### config.mk
export PLATFORM = sky130hd
export DESIGN_NAME = iccm_boot_loader
export DESIGN_NICKNAME = d
export VERILOG_FILES = /design/src/rtl/iccm_boot_loader.sv
export SDC_FILE = /design/constraint.sdc
export NUM_CORES = 1
export LEC_CHECK = 0
export CAP_MARGIN = 20
export CORE_MARGIN = 2
export CORE_UTILIZATION = 60
export DETAILED_ROUTE_END_ITERATION = 12
export PLACE_DENSITY = 0.83
export SETUP_SLACK_MARGIN = 0.5
export SYNTH_ARGS = -nofsm -noshare
export SYNTH_HDL_FRONTEND = slang
export SYNTH_SLANG_ARGS = --single-unit
### constraint.sdc
create_clock -name clk_i -period 11.2 [get_ports clk_i]
set_input_delay 1.68 -clock clk_i [delete_from_list [all_inputs] [get_ports clk_i]]
set_output_delay 1.68 -clock clk_i [all_outputs]
set_load 0.01 [all_outputs]
### src/rtl/iccm_boot_loader.sv
// Boot loader: assembles a UART byte stream (length header, data words, checksum)
// into ICCM writes while holding the core in reset; reports status and errors.
module iccm_boot_loader #(
    parameter int unsigned DATA_W      = 32,
    parameter int unsigned ADDR_W      = 12,
    parameter int unsigned DEPTH       = 1024,
    parameter int unsigned LEN_BYTES   = 2,
    parameter int unsigned TIMEOUT_CYC = 65535
) (
    input  logic              clk_i,
    input  logic              rst_i,
    input  logic              prog_i,
    input  logic              rx_dv_i,
    input  logic [7:0]        rx_byte_i,
    output logic              we_o,
    output logic [ADDR_W-1:0] addr_o,
    output logic [DATA_W-1:0] wdata_o,
    output logic              core_rst_no,
    output logic              busy_o,
    output logic              done_o,
    output logic              err_o,
    output logic [1:0]        err_code_o,
    output logic [ADDR_W:0]   words_o
);

    localparam int unsigned LEN_W = 8 * LEN_BYTES;
    localparam int unsigned TMO_W = $clog2(TIMEOUT_CYC + 1);
    localparam int unsigned CNT_W = ADDR_W + 1;

    typedef enum logic [2:0] {StIdle, StLen, StData, StCsum, StDone, StErr} state_t;

    state_t            r_state;
    logic              r_prog;
    logic [LEN_W-1:0]  r_len;
    logic [CNT_W-1:0]  r_len_words;
    logic [2:0]        r_byte_cnt;
    logic [DATA_W-1:0] r_word;
    logic [7:0]        r_csum;
    logic [TMO_W-1:0]  r_tmo;
    logic              r_we;
    logic [ADDR_W-1:0] r_addr;
    logic [DATA_W-1:0] r_wdata;
    logic              r_core_rst_n;
    logic              r_busy;
    logic              r_done;
    logic              r_err;
    logic [1:0]        r_err_code;
    logic [CNT_W-1:0]  r_words;

    logic              w_prog_rise;
    logic              w_active;
    logic [LEN_W-1:0]  w_len_next;
    logic [DATA_W-1:0] w_word_next;
    logic              w_len_last;
    logic              w_len_bad;
    logic              w_word_last;
    logic [CNT_W-1:0]  w_idx_next;
    logic              w_last_word;
    logic              w_tmo_exp;
    logic              w_fail;
    logic [1:0]        w_fail_code;

    assign w_prog_rise = prog_i & ~r_prog;
    assign w_active    = (r_state == StLen) || (r_state == StData) || (r_state == StCsum);
    // Accumulators are cleared at start/word boundaries, so OR-ing places bytes LSB first.
    assign w_len_next  = r_len | (LEN_W'(rx_byte_i) << {r_byte_cnt, 3'b000});
    assign w_word_next = r_word | (DATA_W'(rx_byte_i) << {r_byte_cnt, 3'b000});
    assign w_len_last  = (r_byte_cnt == 3'(LEN_BYTES - 1));
    assign w_len_bad   = (w_len_next == '0) || (32'(w_len_next) > DEPTH);
    assign w_word_last = (r_byte_cnt == 3'(DATA_W / 8 - 1));
    assign w_idx_next  = r_words + CNT_W'(1);
    assign w_last_word = (w_idx_next == r_len_words);
    assign w_tmo_exp   = (r_tmo == TMO_W'(TIMEOUT_CYC - 1));

    // Abort beats a byte, and a byte beats a simultaneous timeout expiry.
    always_comb begin
        w_fail      = 1'b0;
        w_fail_code = 2'd0;
        if (w_active) begin
            if (!prog_i) begin
                w_fail      = 1'b1;
                w_fail_code = 2'd3;
            end else if (rx_dv_i) begin
                if (r_state == StLen && w_len_last && w_len_bad) begin
                    w_fail      = 1'b1;
                    w_fail_code = 2'd1;
                end else if (r_state == StCsum && rx_byte_i != r_csum) begin
                    w_fail      = 1'b1;
                    w_fail_code = 2'd2;
                end
            end else if (w_tmo_exp) begin
                w_fail      = 1'b1;
                w_fail_code = 2'd3;
            end
        end
    end

    always_ff @(posedge clk_i or posedge rst_i) begin
        if (rst_i) begin
            r_state      <= StIdle;
            r_prog       <= 1'b0;
            r_len        <= '0;
            r_len_words  <= '0;
            r_byte_cnt   <= '0;
            r_word       <= '0;
            r_csum       <= '0;
            r_tmo        <= '0;
            r_we         <= 1'b0;
            r_addr       <= '0;
            r_wdata      <= '0;
            r_core_rst_n <= 1'b1;
            r_busy       <= 1'b0;
            r_done       <= 1'b0;
            r_err        <= 1'b0;
            r_err_code   <= 2'd0;
            r_words      <= '0;
        end else begin
            r_prog <= prog_i;
            r_we   <= 1'b0;
            if (!w_active) begin
                if (w_prog_rise) begin
                    r_state      <= StLen;
                    r_len        <= '0;
                    r_byte_cnt   <= '0;
                    r_word       <= '0;
                    r_csum       <= '0;
                    r_tmo        <= '0;
                    r_core_rst_n <= 1'b0;
                    r_busy       <= 1'b1;
                    r_done       <= 1'b0;
                    r_err        <= 1'b0;
                    r_err_code   <= 2'd0;
                    r_words      <= '0;
                end
            end else if (w_fail) begin
                r_state      <= StErr;
                r_err        <= 1'b1;
                r_err_code   <= w_fail_code;
                r_busy       <= 1'b0;
                r_core_rst_n <= 1'b0;
            end else if (rx_dv_i) begin
                r_tmo <= '0;
                case (r_state)
                    StLen: begin
                        r_len <= w_len_next;
                        if (w_len_last) begin
                            r_byte_cnt  <= '0;
                            r_len_words <= CNT_W'(w_len_next);
                            r_state     <= StData;
                        end else begin
                            r_byte_cnt <= r_byte_cnt + 3'd1;
                        end
                    end
                    StData: begin
                        r_csum <= r_csum + rx_byte_i;
                        if (w_word_last) begin
                            r_we       <= 1'b1;
                            r_addr     <= r_words[ADDR_W-1:0];
                            r_wdata    <= w_word_next;
                            r_word     <= '0;
                            r_byte_cnt <= '0;
                            r_words    <= w_idx_next;
                            if (w_last_word) begin
                                r_state <= StCsum;
                            end
                        end else begin
                            r_word     <= w_word_next;
                            r_byte_cnt <= r_byte_cnt + 3'd1;
                        end
                    end
                    StCsum: begin
                        r_state      <= StDone;
                        r_done       <= 1'b1;
                        r_core_rst_n <= 1'b1;
                        r_busy       <= 1'b0;
                    end
                    default: ;
                endcase
            end else begin
                r_tmo <= r_tmo + TMO_W'(1);
            end
        end
    end

    assign we_o        = r_we;
    assign addr_o      = r_addr;
    assign wdata_o     = r_wdata;
    assign core_rst_no = r_core_rst_n;
    assign busy_o      = r_busy;
    assign done_o      = r_done;
    assign err_o       = r_err;
    assign err_code_o  = r_err_code;
    assign words_o     = r_words;

endmodule

==> impl_summary.md <==
Outcome
The run finished with clean final reports.

Synth
The area fraction in compound gates after synthesis is 0.197. Of the post-synthesis cell area, the dominant cell type holds 0.508. Counting flops with a built-in enable in the synthesized netlist gives 0. The fraction of synthesis flops using an asynchronous set or reset pin is 1.00. The unique cell type count in the Yosys netlist is 65. The gate count after technology mapping is 809. Dividing the synthesized area by the synthesized cell count gives 9.44 µm². The cell taking the most area after synthesis is sky130_fd_sc_hd__dfrtp_1. The leading register cell type out of synthesis is sky130_fd_sc_hd__dfrtp_1.

The number of warnings printed during yosys synthesis is 0. The xor-xnor portion of the synthesized cell area is 0.0329. Of the total synthesized cell area, the portion taken by full adders, half adders and majority gates is 0.0256. After synthesis, the largest family of logic cells by area is compound AO/OA/AOI/OAI gates. The synthesized design contains 156 register bits. The fraction of the mapped netlist area in simple logic gates is 0.166. The total nets after synthesis is 836. The share of synthesized area occupied by flip-flops and latches is 0.511.

The post-synthesis instance area is 7640 µm². In the post-synthesis netlist, the biggest area contributors are sky130_fd_sc_hd__dfrtp_1 51%, sky130_fd_sc_hd__a21oi_1 7.3%, sky130_fd_sc_hd__nor2_1 6.2%, sky130_fd_sc_hd__a31oi_1 3.6%, sky130_fd_sc_hd__nand2_1 2.7%. After synthesis, the share of cell area in mux cells is 0.0278.

Finish
In the layout the commonest cells are 155 x sky130_fd_sc_hd__dfrtp_1, 127 x sky130_fd_sc_hd__nor2_1, 111 x sky130_fd_sc_hd__a21oi_1. Leaving out fill and tap cells, the most frequent cell in the layout is sky130_fd_sc_hd__dfrtp_1. The area of all placed cells without fillers is 9020 µm². Of the cells placed in the final design, the portion with a size suffix greater than 1 is 0.0749.

The number of antenna diodes in the final layout is 0. The net count of the finished layout is 882. The area growth from synthesis to layout is 18.0%.

STA
The final worst-path cycle share is 0.477. The post-layout minimum cycle time is 5.34 ns. Hold is met by 0.480 ns. The maximum clock rate is 0.187 GHz. Once routing completed, OpenROAD measured the worst setup slack at 5.86 ns. The hold violation total from the final report is 0. The clock arrives with 0.00794 ns of skew. For the final routed database, the setup TNS stands at 0 ns. The final count of pins violating max slew is 0. The actual transition at the worst max-transition pin is 1.09 ns. The number of setup violations in the final report is 0.

The remaining max-slew budget at the tightest pin is 0.271. Setup repair after global routing left no endpoint under its margin.

Critical path
The most common cell type on the critical path is sky130_fd_sc_hd__a31oi_1. The largest single stage delay on the critical path is 0.88 ns. At the worst endpoint, the arrival time is 5.60 ns. STA classifies the critical path endpoint as a flip-flop. The cell family contributing the most delay on the critical path is compound AO/OA/AOI/OAI gates. For this design, the slowest cell found on the critical path is sky130_fd_sc_hd__nor2_4.

The signal on the critical path passes through clkdlybuf4s50_1 > ha_1 > nor4_1 > a31oi_1 > a211oi_2 > o21ai_2 > a211o_1 > nor2_4 > a31oi_1. The critical path runs through a total of 9 cells. The number of cells on the worst reg-to-reg path is 8. The startpoint class of the critical path is an input port.

The maximum net fanout on the critical path is 39. The setup path with the least slack is of type in -> reg. Together, buffers and inverters on the worst path number 1. STA puts the critical path data required time at 11.45 ns.

Global route
The largest net degree at the start of global routing is 89. The number of antenna violations at the first check in global routing came to 0. The all-layer global routing usage is 0.300.

The first global-routing pass estimated 31600 µm of wire. The global route total overflow is 0. The number of global-route vias before repair was 6299.

Die
After floorplanning, the core was sized to cover 12500 µm². For this design the top-level I/O count stands at 76. The die is 117 µm tall.

The row count is 41. The die footprint is 13600 µm². The chip width is 117 µm. The initial utilization of the core area, before any placement, comes to 0.610.

Placement
The weighted congestion at the end of routability-driven global placement is 0.889. Before CTS, the worst setup slack after placement is 5.51 ns. Input and output buffers added on the ports amount to 75. The detailed placer's ending HPWL is 13100 µm. The placement-stage cell area is 8440 µm².

Hold path
The worst hold path belongs to the class reg -> reg. The cell depth of the worst hold path is 1.

Job
Across the run, the number of max-cap violations was 0.

CTS
The clock insertion delay at the later pin of the skew report is 0.43 ns. TritonCTS created 17 clock buffers. The number of hold buffers added after CTS is 0. The number of levels in the clock H-tree is 4. The deepest clock path buffer count is 2. Gates resized during post-CTS repair numbered 0. The count of buffers added by post-CTS timing repair for setup is 0. The cell sitting at the root of the clock tree is a sky130_fd_sc_hd__clkbuf_16. TritonCTS built the clock tree. The clock net in this run drives a total of 156 sinks. The clock-pin slew on the worst setup and hold paths is 0.06 ns.

Routing
The routed wirelength normalized by instance count is 19.0 µm. Using the TritonRoute via totals, the vias-per-cell ratio works out to 6.30. The routed layout has 6553 vias.

The first-pass detailed-route iteration total is 5. In this run the remaining antenna-violating nets after routing total 0. For this block, the routed nets add up to 19700 µm of wire. In this run, the number of DRC markers left after iteration 0 of detailed routing was 600. After detailed routing, the number of remaining DRC violations is 0.

Pwr
In this run the static leakage power is 3.92 nW. The worst-case IR drop observed on VDD is 126 µV. The total power divided by cell area is 236 nW/µm².

The completed layout was analyzed and its total power is 2.12 mW.
==> sequential cells by signal, indices dropped and copies added, names as in the netlist, 8 cells and up <==
name / count
r_len_words: 13
r_word: 32
words_o: 13
wdata_o: 32
r_len: 16
r_tmo: 16
addr_o: 12
r_csum: 8
==> cell usage after synthesis, types with 8 or more instances <==
| cell | n |
|---|---|
| sky130_fd_sc_hd__o21ai_0 | 30 |
| sky130_fd_sc_hd__nand2_1 | 55 |
| sky130_fd_sc_hd__nor2_1 | 127 |
| sky130_fd_sc_hd__nor3_1 | 9 |
| sky130_fd_sc_hd__nor2b_1 | 8 |
| sky130_fd_sc_hd__a31oi_1 | 44 |
| sky130_fd_sc_hd__and2_1 | 9 |
| sky130_fd_sc_hd__nand3_1 | 15 |
| sky130_fd_sc_hd__a41oi_1 | 9 |
| sky130_fd_sc_hd__xor2_1 | 10 |
| sky130_fd_sc_hd__ha_1 | 14 |
| sky130_fd_sc_hd__o21ai_1 | 8 |
| sky130_fd_sc_hd__a21oi_1 | 111 |
| sky130_fd_sc_hd__buf_2 | 19 |
| sky130_fd_sc_hd__inv_1 | 15 |
| sky130_fd_sc_hd__mux2_1 | 11 |
| sky130_fd_sc_hd__dfrtp_1 | 155 |
| sky130_fd_sc_hd__clkbuf_1 | 35 |
| sky130_fd_sc_hd__xnor2_1 | 16 |
==> cells by family (layout without fill, tap and decap cells) <==
family	after synthesis	count (layout)
AO/OA/AOI/OAI	247	247
adder cells (fa/ha/maj)	15	15
buffers and inverters	72	131
multiplexers	19	19
AND/OR/NAND/NOR	273	273
flip-flops	156	156
XOR/XNOR	27	27
==> stage by stage <==
stage | utilization | instances
floorplan | - | 809
global placement | 0.674 | 1008
detailed placement | 0.674 | 1008
CTS | 0.720 | 1040
global route | 0.720 | 1040
finish | 0.720 | 1040
==> report_power, final <==
group          internal [mW]  total, mW  switching, mW
Sequential             0.684      0.791          0.107
Combinational          0.263      0.774          0.511
Clock                  0.317      0.559          0.242
Total                   1.26       2.12          0.860
==> worst paths after layout <==
path / startpoint / end / slack (ns)
max reg2reg: r_byte_cnt[0]$_DFFE_PP0P_ / words_o[6]$_DFFE_PP0P_ / 6.72
min in group asynchronous: rst_i / r_csum[5]$_DFFE_PP0P_ / 1.78
min reg2reg: err_o$_DFFE_PP0P_ / err_o$_DFFE_PP0P_ / 0.48
max in group asynchronous: rst_i / addr_o[1]$_DFFE_PP0P_ / 8.04
max: rx_byte_i[0] / words_o[6]$_DFFE_PP0P_ / 5.86
min: err_o$_DFFE_PP0P_ / err_o$_DFFE_PP0P_ / 0.48
==> area by class of cell <==
class / instances / area [µm²]
repair buffers: 84 / 818
flip-flops and latches: 156 / 3910
clock inverters: 13 / 131
multi-input cells: 581 / 3440
well taps: 172 / 215
fillers: 932 / 3500
inverters: 15 / 61.3
clock buffers: 19 / 443
==> layer usage <==
layer	part of all wire	vias up	global-route usage
met5	0	-	0
met4	0.028	0	0.139
met3	0.066	47	0.0520
met2	0.50	320	0.497
met1	0.40	3211	0.388
li1	-	2975	-
No activity file was read; power rests on OpenSTA's default activity.
